### config.mk
export PLATFORM = sky130hd
export DESIGN_NAME = hazard_ctrl
export DESIGN_NICKNAME = d
export VERILOG_FILES = /design/src/rtl/hazard_ctrl.sv
export SDC_FILE = /design/constraint.sdc
export NUM_CORES = 1
export LEC_CHECK = 0
export BUFFER_PORTS_ARGS = -buffer_cell sky130_fd_sc_hd__buf_2
export CORE_ASPECT_RATIO = 0.8
export CORE_MARGIN = 4
export CORE_UTILIZATION = 45
export DETAILED_ROUTE_END_ITERATION = 12
export PLACE_DENSITY = 0.78
export SLEW_MARGIN = 20
export SYNTH_ARGS = -nofsm -noshare
export SYNTH_HDL_FRONTEND = slang
export SYNTH_SLANG_ARGS = --single-unit
export TNS_END_PERCENT = 100
### constraint.sdc
create_clock -name clock -period 3.17 [get_ports clock]
set_input_delay 0.4755 -clock clock [delete_from_list [all_inputs] [get_ports clock]]
set_output_delay 0.4755 -clock clock [all_outputs]
set_load 0.01 [all_outputs]
### src/rtl/hazard_ctrl.sv
// Hazard controller for the 5-stage MIPS pipeline: forwarding selects, load/branch/MDU stalls and MDU sequencing FSM.
// Define HAZARD_PERF_CNT_EN to build in saturating stall-cause counters.
module hazard_ctrl #(
  parameter int MDU_LATENCY = 8,
  parameter int CNT_W       = 32
) (
  input  logic             clock,
  input  logic             reset,
  input  logic [4:0]       RsD,
  input  logic [4:0]       RtD,
  input  logic [4:0]       RsE,
  input  logic [4:0]       RtE,
  input  logic [4:0]       WriteRegE,
  input  logic [4:0]       WriteRegM,
  input  logic [4:0]       WriteRegW,
  input  logic             RegWriteE,
  input  logic             RegWriteM,
  input  logic             RegWriteW,
  input  logic             MemtoRegE,
  input  logic             MemtoRegM,
  input  logic             BranchD,
  input  logic             MduStartD,
  input  logic             MduReadD,
  output logic             StallF,
  output logic             StallD,
  output logic             FlushE,
  output logic             ForwardAD,
  output logic             ForwardBD,
  output logic [1:0]       ForwardAE,
  output logic [1:0]       ForwardBE,
  output logic             MduBusy,
`ifdef HAZARD_PERF_CNT_EN
  output logic [CNT_W-1:0] LoadStallCnt,
  output logic [CNT_W-1:0] BranchStallCnt,
  output logic [CNT_W-1:0] MduStallCnt,
`endif
  output logic             MduDone
);

  localparam int LW = (MDU_LATENCY > 2) ? $clog2(MDU_LATENCY) : 1;

  typedef enum logic [1:0] {IDLE, BUSY, DONE} mdu_state_t;

  mdu_state_t    state_q;
  logic [LW-1:0] mdu_cnt_q;
  logic          busy_q;
  logic          done_q;

  logic lwstall;
  logic branchstall;
  logic mdustall;
  logic stall;

  // Register 0 is hardwired, so it never counts as a dependency.
  function automatic logic match(input logic [4:0] a, input logic [4:0] b);
    return (a != 5'd0) && (a == b);
  endfunction

  function automatic logic [1:0] fwd_sel(input logic [4:0] src);
    if (match(src, WriteRegM) && RegWriteM)
      return 2'b10;
    else if (match(src, WriteRegW) && RegWriteW)
      return 2'b01;
    else
      return 2'b00;
  endfunction

  always_comb begin
    ForwardAE = fwd_sel(RsE);
    ForwardBE = fwd_sel(RtE);
    ForwardAD = match(RsD, WriteRegM) && RegWriteM;
    ForwardBD = match(RtD, WriteRegM) && RegWriteM;

    lwstall     = MemtoRegE && (match(RtE, RsD) || match(RtE, RtD));
    branchstall = BranchD &&
                  ((RegWriteE && (match(WriteRegE, RsD) || match(WriteRegE, RtD))) ||
                   (MemtoRegM && (match(WriteRegM, RsD) || match(WriteRegM, RtD))));
    mdustall    = (MduStartD || MduReadD) && (state_q != IDLE);
    stall       = lwstall || branchstall || mdustall;

    StallF = stall;
    StallD = stall;
    FlushE = stall;
  end

  // Busy/done flags are registered alongside the state so they are glitch-free.
  always_ff @(posedge clock or posedge reset) begin
    if (reset) begin
      state_q   <= IDLE;
      mdu_cnt_q <= '0;
      busy_q    <= 1'b0;
      done_q    <= 1'b0;
    end else begin
      case (state_q)
        IDLE: begin
          done_q <= 1'b0;
          if (MduStartD && !stall) begin
            state_q   <= BUSY;
            mdu_cnt_q <= LW'(MDU_LATENCY - 1);
            busy_q    <= 1'b1;
          end
        end
        BUSY: begin
          if (mdu_cnt_q == '0) begin
            state_q <= DONE;
            busy_q  <= 1'b0;
            done_q  <= 1'b1;
          end else begin
            mdu_cnt_q <= mdu_cnt_q - 1'b1;
          end
        end
        DONE: begin
          state_q <= IDLE;
          done_q  <= 1'b0;
        end
        default: begin
          state_q <= IDLE;
          busy_q  <= 1'b0;
          done_q  <= 1'b0;
        end
      endcase
    end
  end

  assign MduBusy = busy_q;
  assign MduDone = done_q;

`ifdef HAZARD_PERF_CNT_EN
  logic [2:0]       cause;
  logic [CNT_W-1:0] perf_q [3];

  assign cause = {mdustall, branchstall, lwstall};

  for (genvar gi = 0; gi < 3; gi++) begin : g_perf
    always_ff @(posedge clock or posedge reset) begin
      if (reset)
        perf_q[gi] <= '0;
      else if (cause[gi] && (perf_q[gi] != {CNT_W{1'b1}}))
        perf_q[gi] <= perf_q[gi] + 1'b1;
    end
  end

  assign LoadStallCnt   = perf_q[0];
  assign BranchStallCnt = perf_q[1];
  assign MduStallCnt    = perf_q[2];
`endif

endmodule

==> impl_metrics.tcl, run 1 <==
set metrics [dict create \
    fillerInstances 252 \
    power.share.combinational 0.579 \
    p_int_w 0.0003294 \
    status "completed" \
    fp-row-count 16 \
    cts-root-buf "clkbuf_4" \
    final.period_utilization 0.8154 \
    place_inst 233 \
    switching_share 0.4391 \
    num_io_pins 56 \
    port_buffers 55 \
    synth_cell_types 30 \
    tns_ps 0 \
    cts_made_buffers 3 \
    hold_viol 0 \
    worstPathMaxFanout 5 \
    grt_usage 0.1847 \
    fmax_ghz 0.3869 \
    synth_area_leaders "xnor2_1 19%, xor2_1 17%, dfrtp_1 15%" \
    leakage_nw 0.6432 \
    hold_buffers 0 \
    htree_num_levels 1 \
    nets 249 \
    dp_hpwl_mm 2.626 \
    clock_tree.buffer_depth 2 \
    slew_viol_final 0 \
    syn_area_um2 1159 \
    setup_viol 0 \
    clockPowerShare 0.134 \
    drt-wirelength-per-cell_um 12.86 \
    synth_cells 155 \
    worst_slew_pin_slew_ps 330.1 \
    max_cap_viol_count 0 \
    period_needed_ps 2585 \
    drc 0 \
    wl_mm 3.049 \
    endpoint_kind "output pin" \
    routabilityCongestion 0.8518 \
    syn-num-nets 202 \
    ir_worst_vdd_uv 179.0 \
    skew_ps 1.674 \
    grt_pass1_vias 1110 \
    layout-drive-gt1-share 0.3333 \
    powerDensity_nw_per_um2 412.1 \
    worst_slack_ps 585.3 \
    cp-start-kind "primary input" \
    vias 1230 \
    dr.pass1.iters 4 \
    final_cells 237 \
    synth_seq_cells 7 \
    ys_warn_count 0 \
    antennaDiodeCount 0 \
    mostFrequentLayoutCell "buf_2" \
    fp.dieH_um 53.39 \
    p_switching_w 0.0002579 \
    synth-seq-area-share 0.1512 \
    cpMostUsedCell "buf_2" \
    final_cell_mix "55 x buf_2, 25 x xnor2_1, 23 x xor2_1, 14 x nor2_1, 11 x nor3_1" \
    cts_resized 0 \
    area_growth_pct 23.00 \
    multi_input_area_um2 877.1 \
    path_class "primary input to output pin" \
    start_util 0.4705 \
    clock-sinks 7 \
    grt_first_pass_wirelength_mm 5.078 \
    seqCellArea_um2 175.2 \
    power_frac_seq 0.287 \
    hold_class "primary input to asynchronous set/reset pin" \
    maxSlewHeadroom 0.7779 \
    dieArea_um2 3456 \
    path_clk_slew_ps 50 \
    avgSynthCellArea_um2 7.475 \
    rsz0062_at_grt "no" \
    synth_top_area_frac 0.1890 \
    antenna_found_initial 0 \
    via_per_inst 5.190 \
    grt_max_degree 11 \
    clock_latency_ps 240 \
    critPathRequiredTime_ps 2690 \
    core_area_um2 2462 \
    reg2regPathDepth 9 \
    pre_cts_slack_ps 580.8 \
    cts_setup_buffers 0 \
    synth_area_leader_cell "xnor2_1" \
    cts_tree "yes" \
    crit_chain "buf_2, or4_4, o211ai_2, a21oi_1, or3_1, o21bai_1, buf_2" \
    grt_overflow 0 \
    ant_nets 0 \
    max_stage_delay_ps 530 \
    worst_ep_arrival_time_ps 2110 \
    first_iter_violations 38 \
    die_w_um 64.73 \
    cp_slowest_cell "or4_4" \
]
-- power by group through the flow --
stage / clock [W] / sequential (W) / combinational (W)
final: 0.0000786 / 0.000169 / 0.000340
after global routing: 0.0000873 / 0.000175 / 0.000386
after CTS: 0.0000823 / 0.000167 / 0.000344
after detailed placement: 0 / 0.000168 / 0.000340
after global placement: 0 / 0.000168 / 0.000335
after floorplan: 0 / 0.000155 / 0.000265
-- flip-flops by register name, indices dropped and copies added, names as in the netlist --
name and cells:
mdu_cnt_q 3, state_q 2, MduDone 1, MduBusy 1
-- worst paths after layout --
path	startpoint	end	slack [ps]
max	WriteRegM[2]	FlushE	590
min	reset	mdu_cnt_q[0]$_DFFE_PP0P_	150
min in group clock	MduBusy$_DFFE_PP0P_	MduBusy$_DFFE_PP0P_	480
max in group asynchronous	reset	state_q[0]$_DFFE_PP0P_	2820
min reg2reg	MduBusy$_DFFE_PP0P_	MduBusy$_DFFE_PP0P_	480
max reg2reg	mdu_cnt_q[0]$_DFFE_PP0P_	mdu_cnt_q[0]$_DFFE_PP0P_	1610
-- routing by layer --
layer,global-route usage,vias up,share of wire
li1,-,612,-
met1,0.2773,555,0.47
met2,0.2767,63,0.41
met3,0.04671,0,0.12
met4,0,0,0
met5,0,-,0
-- synth_stat cells --
master	instances
or4_4	1
a21oi_1	5
o21ai_1	3
or4_1	4
or3_1	1
buf_4	2
ha_1	2
o21bai_1	1
clkbuf_2	1
o211ai_2	1
nand2_1	10
nand4_1	2
clkbuf_1	5
nand3_1	7
nor2_1	14
xnor2_1	25
dfrtp_1	7
buf_2	3
xor2_1	23
nand3_2	1
buf_6	3
o211ai_1	1
a21oi_2	3
nand2b_1	1
o22ai_2	1
o21ai_2	1
nor4_1	4
nor3_1	11
inv_1	5
o21ai_0	7
-- area by class of cell --
type | instances | share of cell area
tap | 36 | 0.03161
inverter | 5 | 0.01317
timing repair buffer | 56 | 0.1984
sequential | 7 | 0.1229
clock buffer | 4 | 0.01844
multi-input combinational | 129 | 0.6155
-- stage by stage --
step | util | cell area [um2] | power [W] | hold WS [ps]
floorplan | - | 1159 | 0.0004205 | 278.9
global placement | 0.5681 | 1399 | 0.0005036 | 411.7
detailed placement | 0.5681 | 1399 | 0.0005082 | 414.7
CTS | 0.5788 | 1425 | 0.0005936 | 147.5
global route | 0.5788 | 1425 | 0.0006476 | 165.5
finish | 0.5788 | 1425 | 0.0005873 | 146.2
-- logic make-up (layout without fill, tap and decap cells) --
kind of cell / count (synthesis) / after routing / synth area share
flip-flops: 7 / 7 / 0.1512
XOR/XNOR: 48 / 48 / 0.3628
adder cells (fa/ha/maj): 2 / 2 / 0.02159
AND/OR/NAND/NOR: 56 / 56 / 0.2430
buffers and inverters: 19 / 65 / 0.09178
AO/OA/AOI/OAI: 23 / 23 / 0.1296
-- worst max-delay path, delay by kind of cell --
family                 cells  cell delay, ps
AO/OA/AOI/OAI              3             400
buffers and inverters      2             290
AND/OR/NAND/NOR            2             940
Note: power is estimated with default switching activity, not from simulation.
==> run 2, diff against run 1 <==
==> constraint.sdc (replaced) <==
create_clock -name clock -period 2.5 [get_ports clock]
set_input_delay 0.375 -clock clock [delete_from_list [all_inputs] [get_ports clock]]
set_output_delay 0.375 -clock clock [all_outputs]
set_load 0.01 [all_outputs]
==> impl_metrics.tcl, run 2 (synthesized netlist as in run 1, its figures left out) <==
set metrics [dict create \
    max_cap_viol_count 0 \
    seqCellArea_um2 175.2 \
    via_per_inst 5.054 \
    htree_num_levels 1 \
    power_frac_seq 0.280 \
    worst_slew_pin_slew_ps 457.0 \
    grt_overflow 0 \
    cts_resized 0 \
    fp-row-count 16 \
    start_util 0.4705 \
    drt-wirelength-per-cell_um 13.12 \
    first_iter_violations 88 \
    die_w_um 64.73 \
    place_inst 237 \
    largest_reg_flops 3 \
    ir_worst_vdd_uv 222.4 \
    fin_area_um2 1456 \
    leakage_nw 0.6652 \
    critPathRequiredTime_ps 2120 \
    utilization 0.5915 \
    top_regs "mdu_cnt_q x3, state_q x2" \
    maxSlewHeadroom 0.6925 \
    antennaDiodeCount 0 \
    routabilityCongestion 0.8674 \
    cts_tree "yes" \
    mostFrequentLayoutCell "buf_2" \
    multi_input_area_um2 877.1 \
    fp.dieH_um 53.39 \
    hold_buffers 0 \
    switching_share 0.4433 \
    area_growth_pct 25.70 \
    cts_setup_buffers 0 \
    worstPathMaxFanout 6 \
    worst_ep_arrival_time_ps 1970 \
    vias 1218 \
    path_class "primary input to output pin" \
    fmax_ghz 0.4259 \
    largest-register "mdu_cnt_q" \
    hold_viol 0 \
    rsz0062_at_grt "no" \
    grt_first_pass_wirelength_mm 5.354 \
    num_io_pins 56 \
    cts-root-buf "clkbuf_4" \
    setup_viol 0 \
    hold_class "primary input to asynchronous set/reset pin" \
    dp_hpwl_mm 2.694 \
    power_w 0.0007552 \
    final.period_utilization 0.9392 \
    ant_nets 0 \
    powerDensity_nw_per_um2 518.6 \
    skew_ps 1.123 \
    clock-sinks 7 \
    core_area_um2 2462 \
    dr.pass1.iters 4 \
    layout-drive-gt1-share 0.3512 \
    period_needed_ps 2348 \
    grt_usage 0.1974 \
    port_buffers 55 \
    grt_max_degree 11 \
    tns_ps 0 \
    clockPowerShare 0.138 \
    wl_mm 3.163 \
    clock_latency_ps 250 \
    slew_viol_final 0 \
    endpoint_kind "output pin" \
    drc 0 \
    final_cell_mix "55 x buf_2, 25 x xnor2_1, 23 x xor2_1, 14 x nor2_1, 11 x nor3_1" \
    status "completed" \
    grt_pass1_vias 1155 \
    p_switching_w 0.0003348 \
    cp-start-kind "primary input" \
    antenna_found_initial 0 \
    cts_made_buffers 3 \
    dieArea_um2 3456 \
    clock_tree.buffer_depth 2 \
    nets 253 \
    path_clk_slew_ps 50 \
    power.share.combinational 0.582 \
    p_int_w 0.0004204 \
    fillerInstances 257 \
    final_cells 241 \
    place_area_um2 1429 \
]
[run 2: changes by cell type in the layout (fill, tap and decap cells not counted), sizes merged]
cell and delta:
clkbuf -1, clkinv +1, buf +4
[run 2: final timing paths]
path / slack [ps] / to / cells after the start / start
setup / recovery: 150 / FlushE / 7 / WriteRegM[3]
hold / removal: 40 / mdu_cnt_q[0]$_DFFE_PP0P_ / 2 / reset
setup reg to reg: 960 / mdu_cnt_q[0]$_DFFE_PP0P_ / 9 / mdu_cnt_q[0]$_DFFE_PP0P_
hold reg to reg: 470 / MduBusy$_DFFE_PP0P_ / 2 / MduBusy$_DFFE_PP0P_
max in group asynchronous: 2250 / mdu_cnt_q[1]$_DFFE_PP0P_ / 2 / reset
min in group clock: 440 / MduBusy$_DFFE_PP0P_ / 3 / MduStartD
[run 2: critical path: stages]
cell,delay (ps)
buf_2,150
or4_4,520
o211ai_2,140
a21oi_1,70
or3_1,400
o21bai_1,180
buf_2,150
[run 2: power groups by stage]
stage / Sequential, W / Clock (W) / Combinational (W)
global placement: 0.000212 / 0 / 0.000430
global route: 0.000220 / 0.000119 / 0.000507
detailed placement: 0.000212 / 0 / 0.000440
finish: 0.000212 / 0.000104 / 0.000440
floorplan: 0.000197 / 0 / 0.000336
CTS: 0.000211 / 0.000111 / 0.000441
[run 2: routing by layer]
layer / global-route usage / part of all wire / up-vias
met5: 0 / 0 / -
met4: 0.02456 / 0 / 0
met3: 0.04459 / 0.080 / 0
met2: 0.2818 / 0.39 / 59
met1: 0.3008 / 0.52 / 540
li1: - / - / 619
[run 2: final cells by class]
| type | instances | area share |
|---|---|---|
| Tap cell | 36 | 0.03093 |
| Clock buffer | 3 | 0.01546 |
| Timing Repair Buffer | 60 | 0.2148 |
| Clock inverter | 1 | 0.003436 |
| Multi-Input combinational cell | 129 | 0.6022 |
| Inverter | 5 | 0.01289 |
| Sequential cell | 7 | 0.1203 |
[run 2: per-stage QoR]
stage / hold slack [ps] / worst slack, ps
2_1_floorplan: 178.4 / 42.16
3_3_place_gp: 321.7 / 152.3
3_5_place_dp: 322.8 / 148.0
4_1_cts: 40.79 / 149.3
5_1_grt: 36.58 / 68.39
6_report: 39.03 / 151.9
==> run 3, diff against run 2 <==
--- a/config.mk
+++ b/config.mk
@@ -5,12 +5,13 @@
 export SDC_FILE = /design/constraint.sdc
 export NUM_CORES = 1
 export LEC_CHECK = 0
+export ABC_AREA = 1
 export BUFFER_PORTS_ARGS = -buffer_cell sky130_fd_sc_hd__buf_2
 export CORE_ASPECT_RATIO = 0.8
 export CORE_MARGIN = 4
 export CORE_UTILIZATION = 45
 export DETAILED_ROUTE_END_ITERATION = 12
-export PLACE_DENSITY = 0.78
+export PLACE_DENSITY = 0.77
 export SLEW_MARGIN = 20
 export SYNTH_ARGS = -nofsm -noshare
 export SYNTH_HDL_FRONTEND = slang
==> impl_metrics.tcl, run 3 <==
set metrics [dict create \
    ys_async_sr_fraction 1.000 \
    hold_viol 0 \
    avgSynthCellArea_um2 5.574 \
    worstPathMaxFanout 6 \
    grt_util_met3 0.03030 \
    htree_num_levels 1 \
    dp_hpwl_mm 3.058 \
    num_io_pins 56 \
    maxSlewHeadroom 0.7219 \
    synth_seq_cells 7 \
    nets 325 \
    port_buffers 55 \
    hold_class "primary input to asynchronous set/reset pin" \
    clock_latency_ps 250 \
    drc 0 \
    max_stage_delay_ps 160 \
    synth-seq-area-share 0.1416 \
    r2r_start "mdu_cnt_q[0]$_DFFE_PP0P_" \
    grt_pass1_vias 1187 \
    fp-row-count 16 \
    cts_resized 0 \
    grt_overflow 0 \
    area_growth_pct 25.48 \
    synth_cell_types 27 \
    endpoint_kind "output pin" \
    cp-start-kind "primary input" \
    die_w_um 66.63 \
    place_area_um2 1526 \
    fillerInstances 272 \
    clock_tree.buffer_depth 2 \
    cp_slowest_cell "buf_2" \
    cp-endpoint "FlushE" \
    synth_cells 222 \
    dr.pass1.iters 4 \
    ys_warn_count 0 \
    rsz0062_at_grt "no" \
    synth_ff_type "dfrtp_1" \
    synth_area_leader_cell "nand2_1" \
    clock-sinks 7 \
    final_cell_mix "80 x nand2_1, 55 x buf_2, 29 x inv_1, 26 x nor2_1" \
    worst_slew_pin_slew_ps 413.3 \
    fp.dieH_um 54.90 \
    reg2reg_to "mdu_cnt_q[1]$_DFFE_PP0P_" \
    worst_path_dominant_cell_family "simple AND/OR/NAND/NOR gates" \
    worst_ep_arrival_time_ps 1460 \
    start_util 0.4867 \
    syn_area_um2 1237 \
    cts-root-buf "clkbuf_4" \
    skew_ps 4.631 \
    top_regs "mdu_cnt_q x3, state_q x2" \
    slew_viol_final 0 \
    first_iter_violations 91 \
    grt-busiest-layer "met1" \
    fin_hold_ws_ps 45.99 \
    pre_cts_slack_ps 688.4 \
    cts_tree "yes" \
    fmax_ghz 0.5454 \
    wl_mm 3.515 \
    power_w 0.0007956 \
    leakage_nw 0.9725 \
    crit_cells 12 \
    reg2regPathDepth 8 \
    powerDensity_nw_per_um2 512.4 \
    synth_edf_count 0 \
    mostFrequentLayoutCell "nand2_1" \
    via_per_inst 4.901 \
    setup_viol 0 \
    period_needed_ps 1833 \
    max_cap_viol_count 0 \
    grt_first_pass_wirelength_mm 5.188 \
    antenna_found_initial 0 \
    routabilityCongestion 0.9071 \
    grt_usage 0.1819 \
    crit_start "WriteRegM[1]" \
    layout-drive-gt1-share 0.2816 \
    r2r_slack_ps 1220 \
    use_met2 0.2566 \
    largest-register "mdu_cnt_q" \
    cp.buffers_inverters 3 \
    synth_top_area_frac 0.2427 \
    syn-num-nets 269 \
    fin_area_um2 1553 \
    cts_made_buffers 3 \
    ir_worst_vdd_uv 589.8 \
    yosys-top-cells-count "80 x nand2_1, 29 x inv_1, 26 x nor2_1" \
    largest_reg_flops 3 \
    post-synth-top-count-cell "nand2_1" \
    worst_slack_ps 666.6 \
    vias 1534 \
    cts_setup_buffers 0 \
    status "completed" \
    grt_util_met1 0.2946 \
    antennaDiodeCount 0 \
    crit_chain "buf_2, inv_2, nand2_1, nand2_1, nor2_1, nand3_1, nand2_1, nand2_1, nand2_1, nand2_2, nand2_1, buf_2" \
    ant_nets 0 \
    final.period_utilization 0.7334 \
    hold_buffers 0 \
    synth_area_leaders "nand2_1 24%, dfrtp_1 14%, inv_1 8.8%" \
    core_area_um2 2542 \
    critPathRequiredTime_ps 2120 \
    tns_ps 0 \
    path_clk_slew_ps 50 \
    cpMostUsedCell "nand2_1" \
    dieArea_um2 3658 \
    drt-wirelength-per-cell_um 11.23 \
    path_class "primary input to output pin" \
    grt_max_degree 8 \
]
## run 3: changes by cell type after synthesis, moves of 8 or more
| cell | before | now |
|---|---|---|
| inv_1 | 5 | 29 |
| xnor2_1 | 25 | 8 |
| inv_2 | 0 | 12 |
| nor2_1 | 14 | 26 |
| nand2_1 | 10 | 80 |
| xor2_1 | 23 | 9 |
| nor3_1 | 11 | 3 |
## run 3: worst reg2reg max path: stages (launching register included)
cell     delay (ps)
dfrtp_1         360
inv_1            50
ha_1            190
ha_1            190
inv_1            80
nand2_2         110
nand2_4         120
nand2_1          60
nand2_1          60
## run 3: final cells by class
type / count / area (um2) / share of cell area
multi-input combinational: 170 / 877.1 / 0.5649
clock buffer: 4 / 26.28 / 0.01692
timing repair buffer: 55 / 275.3 / 0.1773
sequential: 7 / 175.2 / 0.1128
inverter: 41 / 153.9 / 0.09911
tap: 36 / 45.04 / 0.02901
## run 3: how the worst min path moves through the flow
stage / end / from / slack [ps] / depth (start not counted)
global placement: mdu_cnt_q[0]$_DFFE_PP0P_ / reset / 330 / 2
detailed placement: mdu_cnt_q[0]$_DFFE_PP0P_ / reset / 320 / 2
floorplan: MduBusy$_DFFE_PP0P_ / reset / 180 / 1
global route: MduDone$_DFFE_PP0P_ / reset / 60 / 2
CTS: MduDone$_DFFE_PP0P_ / reset / 50 / 2
finish: state_q[0]$_DFFE_PP0P_ / reset / 50 / 2
## run 3: cells by family (layout without fill, tap and decap cells)
family          Yosys count  count (layout)  synth area share
compound gates           19              19            0.1122
xor+xnor                 17              17            0.1203
fa+ha+maj                 2               2           0.02022
buf+inv                  45             100            0.1496
flops                     7               7            0.1416
simple gates            132             132            0.4560
## run 3: routing by layer
metal	wire, um	up-vias	part of all wire
li1	-	802	-
met1	1713	645	0.49
met2	1368	87	0.39
met3	433	0	0.12
met4	0	0	0
met5	0	-	0
## run 3: power by group
part	switching, W	internal (W)
clock	0.0000407	0.0000609
combinational	0.000303	0.000194
sequential	0.0000289	0.000168
## run 3: stage by stage
| step | util | cells |
|---|---|---|
| global placement | 0.6004 | 309 |
| CTS | 0.6107 | 313 |
| floorplan | - | 222 |
| finish | 0.6107 | 313 |
| detailed placement | 0.6004 | 309 |
| global route | 0.6107 | 313 |
